`src/rtl/rca_share_seq_if.sv`:
```
// Bundle between the requesting engines, the shared 32-bit ripple-carry adder
// and the result consumer of rca_share_seq.
interface rca_share_seq_if #(
  parameter int W = 32
);
  logic [1:0]   req_valid;
  logic [W-1:0] req_a0;
  logic [W-1:0] req_a1;
  logic [W-1:0] req_b0;
  logic [W-1:0] req_b1;
  logic [1:0]   req_sub;
  logic [1:0]   req_last;
  logic [1:0]   req_ready;

  logic [W-1:0] add_a;
  logic [W-1:0] add_b;
  logic         add_cin;
  logic [W-1:0] add_s;
  logic         add_cout;

  logic         res_valid;
  logic         res_ready;
  logic [W-1:0] res_data;
  logic         res_id;
  logic         res_last;
  logic         res_cout;
  logic         res_ovf;
  logic         res_err;

  // Environment side: requesters, the adder instance and the result consumer.
  modport master (
    output req_valid, req_a0, req_a1, req_b0, req_b1, req_sub, req_last,
    input  req_ready,
    input  add_a, add_b, add_cin,
    output add_s, add_cout,
    input  res_valid, res_data, res_id, res_last, res_cout, res_ovf, res_err,
    output res_ready
  );

  modport slave (
    input  req_valid, req_a0, req_a1, req_b0, req_b1, req_sub, req_last,
    output req_ready,
    output add_a, add_b, add_cin,
    input  add_s, add_cout,
    output res_valid, res_data, res_id, res_last, res_cout, res_ovf, res_err,
    input  res_ready
  );
endinterface

```
`src/rtl/rca_share_seq.sv`:
```
// Shares one external ripple-carry adder between two requesters streaming
// multi-word add/subtract transactions, LS word first, with chained carry.
module rca_share_seq #(
  parameter int W         = 32,
  parameter int MAX_WORDS = 8,
  parameter int CNT_W     = 4
) (
  input logic           clk,
  input logic           rst_n,
  rca_share_seq_if.slave bus
);

  localparam logic [0:0] IDLE = 1'b0;
  localparam logic [0:0] BUSY = 1'b1;

  logic [0:0]       state;
  logic             carry_q;
  logic             sub_q;
  logic             rr_last;
  logic             owner_q;
  logic [CNT_W-1:0] cnt;

  logic             out_free;
  logic             owner;
  logic             has_req;
  logic             first;
  logic             sub;
  logic             accept;
  logic             terminal;
  logic [CNT_W-1:0] word_idx;
  logic [W-1:0]     op_a;
  logic [W-1:0]     op_b;
  logic [1:0]       ready;

  assign out_free = !bus.res_valid || bus.res_ready;
  assign first    = (state == IDLE);

  // In IDLE the owner is arbitrated afresh; a tie goes to whoever did not win last.
  always_comb begin
    owner   = owner_q;
    has_req = 1'b1;
    if (state == IDLE) begin
      case (bus.req_valid)
        2'b01:   owner = 1'b0;
        2'b10:   owner = 1'b1;
        2'b11:   owner = ~rr_last;
        default: begin
          owner   = 1'b0;
          has_req = 1'b0;
        end
      endcase
    end
  end

  always_comb begin
    ready = 2'b00;
    if (rst_n && has_req && out_free) begin
      ready[owner] = 1'b1;
    end
  end

  assign bus.req_ready = ready;
  assign accept        = |(ready & bus.req_valid);

  assign sub      = first ? bus.req_sub[owner] : sub_q;
  assign op_a     = owner ? bus.req_a1 : bus.req_a0;
  assign op_b     = owner ? bus.req_b1 : bus.req_b0;
  assign word_idx = first ? '0 : cnt;
  assign terminal = bus.req_last[owner] || (word_idx == CNT_W'(MAX_WORDS - 1));

  assign bus.add_a   = op_a;
  assign bus.add_b   = sub ? ~op_b : op_b;
  assign bus.add_cin = first ? sub : carry_q;

  // Nothing but the output register and bookkeeping moves without an accepted word.
  always_ff @(posedge clk) begin
    if (!rst_n) begin
      state         <= IDLE;
      carry_q       <= 1'b0;
      sub_q         <= 1'b0;
      rr_last       <= 1'b1;
      owner_q       <= 1'b0;
      cnt           <= '0;
      bus.res_valid <= 1'b0;
      bus.res_data  <= '0;
      bus.res_id    <= 1'b0;
      bus.res_last  <= 1'b0;
      bus.res_cout  <= 1'b0;
      bus.res_ovf   <= 1'b0;
      bus.res_err   <= 1'b0;
    end else if (accept) begin
      carry_q       <= bus.add_cout;
      bus.res_valid <= 1'b1;
      bus.res_data  <= bus.add_s;
      bus.res_id    <= owner;
      bus.res_last  <= terminal;
      bus.res_cout  <= bus.add_cout;
      bus.res_ovf   <= (bus.add_a[W-1] == bus.add_b[W-1]) &&
                       (bus.add_s[W-1] != bus.add_a[W-1]);
      bus.res_err   <= terminal && !bus.req_last[owner];
      if (first) begin
        rr_last <= owner;
        owner_q <= owner;
        sub_q   <= bus.req_sub[owner];
      end
      if (terminal) begin
        state <= IDLE;
        cnt   <= '0;
      end else begin
        state <= BUSY;
        cnt   <= first ? CNT_W'(1) : cnt + CNT_W'(1);
      end
    end else if (bus.res_ready) begin
      bus.res_valid <= 1'b0;
    end
  end

endmodule

```
`src/flat_wrapper.sv`:
```
// flat-port wrapper written by rule: the top's interface ports become plain ports
module rca_share_seq_flat 
#(
  parameter int W         = 32,
  parameter int MAX_WORDS = 8,
  parameter int CNT_W     = 4
)
  (clk, rst_n, bus_req_valid, bus_req_a0, bus_req_a1, bus_req_b0, bus_req_b1, bus_req_sub, bus_req_last, bus_req_ready, bus_add_a, bus_add_b, bus_add_cin, bus_add_s, bus_add_cout, bus_res_valid, bus_res_data, bus_res_id, bus_res_last, bus_res_cout, bus_res_ovf, bus_res_err, bus_res_ready);
  rca_share_seq_if #(.W(W)) bus_i ();
  input logic clk;
  input logic rst_n;
  input wire logic [$bits(bus_i.req_valid)-1:0] bus_req_valid;
  input wire logic [$bits(bus_i.req_a0)-1:0] bus_req_a0;
  input wire logic [$bits(bus_i.req_a1)-1:0] bus_req_a1;
  input wire logic [$bits(bus_i.req_b0)-1:0] bus_req_b0;
  input wire logic [$bits(bus_i.req_b1)-1:0] bus_req_b1;
  input wire logic [$bits(bus_i.req_sub)-1:0] bus_req_sub;
  input wire logic [$bits(bus_i.req_last)-1:0] bus_req_last;
  output wire logic [$bits(bus_i.req_ready)-1:0] bus_req_ready;
  output wire logic [$bits(bus_i.add_a)-1:0] bus_add_a;
  output wire logic [$bits(bus_i.add_b)-1:0] bus_add_b;
  output wire logic [$bits(bus_i.add_cin)-1:0] bus_add_cin;
  input wire logic [$bits(bus_i.add_s)-1:0] bus_add_s;
  input wire logic [$bits(bus_i.add_cout)-1:0] bus_add_cout;
  output wire logic [$bits(bus_i.res_valid)-1:0] bus_res_valid;
  output wire logic [$bits(bus_i.res_data)-1:0] bus_res_data;
  output wire logic [$bits(bus_i.res_id)-1:0] bus_res_id;
  output wire logic [$bits(bus_i.res_last)-1:0] bus_res_last;
  output wire logic [$bits(bus_i.res_cout)-1:0] bus_res_cout;
  output wire logic [$bits(bus_i.res_ovf)-1:0] bus_res_ovf;
  output wire logic [$bits(bus_i.res_err)-1:0] bus_res_err;
  input wire logic [$bits(bus_i.res_ready)-1:0] bus_res_ready;
  assign bus_i.req_valid = bus_req_valid;
  assign bus_i.req_a0 = bus_req_a0;
  assign bus_i.req_a1 = bus_req_a1;
  assign bus_i.req_b0 = bus_req_b0;
  assign bus_i.req_b1 = bus_req_b1;
  assign bus_i.req_sub = bus_req_sub;
  assign bus_i.req_last = bus_req_last;
  assign bus_req_ready = bus_i.req_ready;
  assign bus_add_a = bus_i.add_a;
  assign bus_add_b = bus_i.add_b;
  assign bus_add_cin = bus_i.add_cin;
  assign bus_i.add_s = bus_add_s;
  assign bus_i.add_cout = bus_add_cout;
  assign bus_res_valid = bus_i.res_valid;
  assign bus_res_data = bus_i.res_data;
  assign bus_res_id = bus_i.res_id;
  assign bus_res_last = bus_i.res_last;
  assign bus_res_cout = bus_i.res_cout;
  assign bus_res_ovf = bus_i.res_ovf;
  assign bus_res_err = bus_i.res_err;
  assign bus_i.res_ready = bus_res_ready;
  rca_share_seq #(.W(W), .MAX_WORDS(MAX_WORDS), .CNT_W(CNT_W)) u_core (.clk(clk), .rst_n(rst_n), .bus(bus_i));
endmodule
```
`config.mk`:
```
export PLATFORM = sky130hd
export DESIGN_NAME = rca_share_seq_flat
export DESIGN_NICKNAME = d
export VERILOG_FILES = /design/src/rtl/rca_share_seq_if.sv /design/src/rtl/rca_share_seq.sv /design/src/flat_wrapper.sv
export SDC_FILE = /design/constraint.sdc
export NUM_CORES = 1
export LEC_CHECK = 0
export ABC_CLOCK_PERIOD_IN_PS = 1700
export BUFFER_PORTS_ARGS = -buffer_cell sky130_fd_sc_hd__buf_4
export CORE_ASPECT_RATIO = 1.5
export CORE_MARGIN = 3
export CORE_UTILIZATION = 27
export DETAILED_ROUTE_END_ITERATION = 8
export REMOVE_ABC_BUFFERS = 1
export SYNTH_ARGS = -nofsm -noshare
export SYNTH_HDL_FRONTEND = slang
export SYNTH_SLANG_ARGS = --single-unit
```
`constraint.sdc`:
```
create_clock -name clk -period 1.7 [get_ports clk]
set_input_delay 0.255 -clock clk [delete_from_list [all_inputs] [get_ports clk]]
set_output_delay 0.255 -clock clk [all_outputs]
set_load 0.01 [all_outputs]
```
Word-level counts from Yosys, hierarchy flattened
Index checks and enable logic that the tools add are counted.
W data, S select, Z words.
{ "word_totals": {"regBits": 46, "input_bits": 170, "out_inout_bits": 105, "elab_cells": 60} }
{ "op_classes": {"add_sub_neg": 1, "n_lt_le_gt_ge": 2, "eq_ne": 6, "mux": 22, "bitwise_logic": 4, "n_reduce_logical": 13} }
{ "ops": {"columns": ["operator", "n"], "rows": [
  ["$mux W32", 3],
  ["$not A32 Y32", 1],
  ["$mux W1", 13],
  ["$mux W4", 3],
  ["$logic_and A1 B1 Y1", 5],
  ["$add A4 B1 Y4 const B", 1],
  ["$eq A2 B2 Y1 const B", 2],
  ["$eq A4 B3 Y1 const B", 1],
  ["$reduce_or A3 Y1", 1],
  ["$and A2 B2 Y2", 1],
  ["$eq A2 B1 Y1 const B", 1],
  ["$logic_not A1 Y1", 2],
  ["$logic_or A1 B1 Y1", 2],
  ["$lt A1 B2 Y1 const B", 1],
  ["$mux W2", 1],
  ["$not A1 Y1", 2],
  ["$pmux W1 S2", 1],
  ["$reduce_and A2 Y1", 1],
  ["$reduce_bool A2 Y1", 1],
  ["$reduce_or A2 Y1", 1],
  ["$demux W1 S1", 1],
  ["$eq A1 B1 Y1", 1],
  ["$ge A1 B1 Y1 const B", 1],
  ["$ne A1 B1 Y1", 1]
]} }

Logic depth before layout (Yosys ltp)
{ "depth": {"ltp_word": 11, "ltp_mapped": 8, "mapped_depth_nobuf": 6} }

Worst setup path after synthesis
OpenSTA, ideal clock, no wires.
{ "synth_timing": {"kind": "register to output", "startpoint": "reg u_core.state", "endpoint": "out bus_add_b[14]", "arrival_ns": 1.670, "required_ns": 1.445, "slack_ns": -0.225, "stages_incl_launch_ff": 6, "path_buffers": 2, "cell_sequence": "dfxtp_1 mux2i_4 buf_2 buf_4 mux2i_1 xor2_1"} }
{ "synth_between": {"elab_chain_len": 5, "word_cells_on_any_way": 7, "cone_classes": "mux (6); bitwise (1)"} }
{ "synth_lines": {"columns": ["item", "line", "rtl"], "rows": [
  ["start, declared", "rca_share_seq.sv:16", "logic [0:0] state;"],
  ["start signal, assigned", "rca_share_seq.sv:78", "state <= IDLE;"],
  ["start signal, assigned", "rca_share_seq.sv:107", "state <= IDLE;"],
  ["start signal, assigned", "rca_share_seq.sv:110", "state <= BUSY;"],
  ["$mux W1", "rca_share_seq.sv:42", "if (state == IDLE) begin"],
  ["$mux W1 (not written as such) (2 in a row)", "rca_share_seq.sv:65", "assign sub = first ? bus.req_sub[owner] : sub_q;"],
  ["$mux W1", "rca_share_seq.sv:65", null],
  ["$mux W32 *", "rca_share_seq.sv:72", "assign bus.add_b = sub ? ~op_b : op_b;"],
  ["end, declared", "flat_wrapper.sv:21", "output wire logic [$bits(bus_i.add_b)-1:0] bus_add_b;"]
]} }
Mark *: on every way between the ends. The rest lies on a longest branch, timed or not. The select of a mux whose other input is x is not followed.

Worst setup path in the final report
{ "layout_timing": {"startpoint": "reg u_core.rr_last", "endpoint": "out bus_add_b[18]"} }
{ "layout_between": {"elab_chain_len": 7, "word_cells_on_any_way": 9, "cone_classes": "mux (7); bitwise (2)"} }
{ "layout_lines": {"columns": ["item", "line", "rtl"], "rows": [
  ["start, declared", "rca_share_seq.sv:19", "logic rr_last;"],
  ["start signal, assigned", "rca_share_seq.sv:102", "rr_last <= owner;"],
  ["$not A1 Y1 *", "rca_share_seq.sv:46", "2'b11: owner = ~rr_last;"],
  ["$pmux W1 S2 *", "rca_share_seq.sv:43", "case (bus.req_valid)"],
  ["$mux W1 *", "rca_share_seq.sv:42", null],
  ["$mux W1 (not written as such) (2 in a row)", "rca_share_seq.sv:65", null],
  ["$mux W1", "rca_share_seq.sv:65", null],
  ["$mux W32 *", "rca_share_seq.sv:72", null]
]} }
Marked as above.

==> flow_summary_export.csv <==
group,metric,value,unit
status,status,"complete, but fails checks",
status,violations,"negative setup slack",
clocking,cts_tree,"done",
setup_path,end_kind,"primary output",
sta,relSlewSlack,0.686,
hold_path,min_to,"u_core.bus.res_data[18]$_SDFFE_PN0P_",
clocking,path_clk_slew,0.06,ns
setup_path,startpoint_type,"flip-flop",
logic_synthesis,muxShareOfSynthArea,0.246,
sta,fmax,471,MHz
logic_synthesis,netlist_area,2940,um2
power,power_density,715,nW/um2
sta,hold_viol,0,
logic_synthesis,ys_async_sr_fraction,0,
cells_and_area,fin_util,0.568,
cells_and_area,syn_to_final_growth,105,%
sta,setup_ws,-0.421,ns
die,die_area,12200,um2
cells_and_area,multiInputGateArea,2110,um2
sta,tns,-25.16,ns
placed_design,io_buffer_count,274,
sta,final_max_slew_viol_count,0,
cells_and_area,stdcell_count,789,
drt,vias_per_cell,4.50,
sta,hold_ws,0.221,ns
drt,drc,0,
logic_synthesis,synth-compound-area-share,0.143,
global_routing,first_global_vias,3676,
setup_path,timing.rr.end,"u_core.cnt[2]$_SDFFE_PN0P_",
drt,routed-via-count,3547,
cells_and_area,regArea,926,um2
drt,firstDrtPassIters,4,
run,drv_cap,0,
cells_and_area,fin_nets,814,
clocking,cts-hold-fix-buffers,0,
setup_path,r2r-start,"u_core.rr_last$_SDFFE_PN1P_",
global_routing,antenna_found_initial,2,
sta,setup_viol,74,
placed_design,gp_congestion,0.853,
die,die_h,134,um
placed_design,dp_cells,770,
die,num_rows,46,
logic_synthesis,synth_fa_ha_area_frac,0.00426,
logic_synthesis,synth.avg_cell_area,8.72,um2
cells_and_area,num-fill-cells,995,
sta,min_period_over_period,1.25,
global_routing,grt_use_total,0.204,
logic_synthesis,ys_seq_area_frac,0.313,
global_routing,grt_pass1_wl,19500,um
placed_design,dp_hpwl,11200,um
hold_path,worstHoldStart,"bus_add_s[18]",
clocking,h-tree-depth,2,
drt,avgRoutedWirePerCell,16.9,um
logic_synthesis,ys_types,35,
logic_synthesis,ys_warn_count,0,
global_routing,grt_max_degree,30,
die,pin_count,275,
hold_path,whs_path_depth,3,
die,fp.coreArea,10600,um2
setup_path,critPathRequiredTime,1.44,ns
clocking,cts_buffers,5,
hold_path,hp-class,"primary input to flip-flop",
cells_and_area,drive_above_1_share,0.624,
sta,rsz0062_at_grt,"yes",
setup_path,path_cells,"a21boi_4 -> mux2i_4 -> buf_12 -> buf_12 -> buf_4 -> mux2i_1 -> xor2_1 -> buf_4",
global_routing,overflow,0,
logic_synthesis,yosys.area_share.simple,0.153,
logic_synthesis,synthCells,337,
clocking,clk_latency,0.29,ns
setup_path,crit_path_max_fanout,8,
logic_synthesis,synth_top_family_by_area,"multiplexers",
logic_synthesis,ys_seq_elements,46,
setup_path,cp.arrival,1.87,ns
setup_path,cp_num_buf_inv,4,
setup_path,max_stage_delay,0.33,ns
placed_design,place_ws,-0.240,ns
sta,tightestPinTransition,0.468,ns
clocking,cts_root_buf,"clkbuf_16",
die,die_x,91.2,um
clocking,cts.path.max_buffers,2,
drt,drtIter0Drc,46,
die,start_util,0.278,
setup_path,worst-r2r-cell-count,9,
power,p_leak,0.00291,uW
setup_path,cp_slowest_cell,"dfxtp_2",
drt,drt_wl_total,13300,um
clocking,numClockSinks,46,
logic_synthesis,synth_edf_count,0,
logic_synthesis,synth-xor-area-share,0.0954,
setup_path,critPathTopFamily,"buffers and inverters",
setup_path,r2r_slack,-0.25,ns
drt,ant_nets,0,
sta,finalClockSkew,0.00317,ns
setup_path,criticalPathCategory,"flip-flop to primary output",
logic_synthesis,yosys_most_used_dff,"dfxtp_1",
power,ir_worst_vdd,0.517,mV
sta,min_period,2.12,ns
[synthesized netlist by cell type (all sizes together) (2+ instances only)]
cell    instances  area (um2)
clkbuf         12        45.0
nand2          79         297
a21oi           5        25.0
mux2i          36         373
nand3           5        25.0
nor2            5        18.8
a211oi          2        20.0
nor2b           7        43.8
a22oi           3        22.5
o21ai           3        15.0
a21boi         38         297
buf            14        77.6
inv             3        11.3
nor3            2        10.0
mux2           31         349
and2            2        12.5
xor2           31         272
nand2b          2        12.5
dfxtp          46         921
[repair_timing]
item | 4_1_cts | 5_1_grt
setup buffers | 5 | 5
endpoints found under the setup margin | 95 | 97
resized for setup | 21 | 45
gates cloned | 1 | 1
hold endpoints to repair | 0 | 0
pin swaps | 9 | 16
[stage by stage]
| stage | total power, uW | instance area (um2) |
|---|---|---|
| after global routing | 4500 | 6010 |
| after CTS | 4230 | 5750 |
| after floorplan | 1920 | 2820 |
| after global placement | 3030 | 5450 |
| final | 4300 | 6010 |
| after detailed placement | 3050 | 5450 |
[tightest hold or removal path: cells and delay by family]
family	cells	cell delay, ns
buffers and inverters	1	0.11
AND/OR/NAND/NOR	1	0.04
AO/OA/AOI/OAI	1	0.06
[placed cells by master (no fill, tap or decap), drive strengths merged, types with 5 or more instances in the layout]
cell,n
nor2b,7
mux2i,36
nand2,79
dfxtp,46
nor2,5
clkbuf,8
buf,324
xor2,31
mux2,31
a21boi,38
a21oi,5
nand3,5
[state kept, by name (all words and copies together), names as in the netlist]
signal	count
u_core.bus.res_data	32
u_core.cnt	4
u_core.bus.res_err	1
u_core.bus.res_id	1
u_core.bus.res_last	1
u_core.bus.res_ovf	1
u_core.bus.res_valid	1
u_core.carry_q	1
u_core.owner_q	1
u_core.rr_last	1
u_core.state	1
u_core.sub_q	1
[power breakdown]
group	switching [uW]	internal [uW]	total [uW]	leakage, uW
combinational	855	1160	2010	0.00246
sequential	37.7	1140	1180	0.000377
clock	406	695	1100	0.0000781
[how the worst max path moves through the flow]
stage,from,endpoint,slack [ns],depth (start not counted)
after CTS,u_core.state$_SDFFE_PN0P_,bus_add_b[5],-0.45,7
final,u_core.rr_last$_SDFFE_PN1P_,bus_add_b[18],-0.42,8
after detailed placement,bus_req_valid[1],bus_add_b[9],-0.24,8
after global routing,u_core.state$_SDFFE_PN0P_,bus_add_b[26],-0.51,7
after global placement,bus_req_valid[1],bus_add_b[9],-0.22,8
after floorplan,u_core.owner_q$_SDFFE_PN0P_,u_core.bus.res_last$_SDFFE_PN0P_,-1.54,4
[area by class of cell]
type                            instances  share of cell area
Clock inverter                          1             0.00500
Antenna cell                            1            0.000416
Clock buffer                            7              0.0221
Inverter                                3             0.00187
Sequential cell                        46               0.154
Timing Repair Buffer                  325               0.435
Tap cell                              144              0.0300
Multi-Input combinational cell        262               0.351
[kinds of logic (layout without fill, tap and decap cells)]
kind of cell | Yosys count | after routing
buffers and inverters | 29 | 336
flip-flops | 46 | 46
AO/OA/AOI/OAI | 56 | 56
XOR/XNOR | 32 | 32
AND/OR/NAND/NOR | 106 | 106
multiplexers | 67 | 67
adder cells (fa/ha/maj) | 1 | 1
other | 0 | 1
[routing by layer]
layer	wire length (um)	track usage	vias to the layer above
met1	4650	0.204	1590
met5	20	0	-
met4	362	0.0747	2
met3	1370	0.0786	24
li1	-	-	1742
met2	6920	0.380	189
Note: power is estimated with default switching activity, not from simulation.
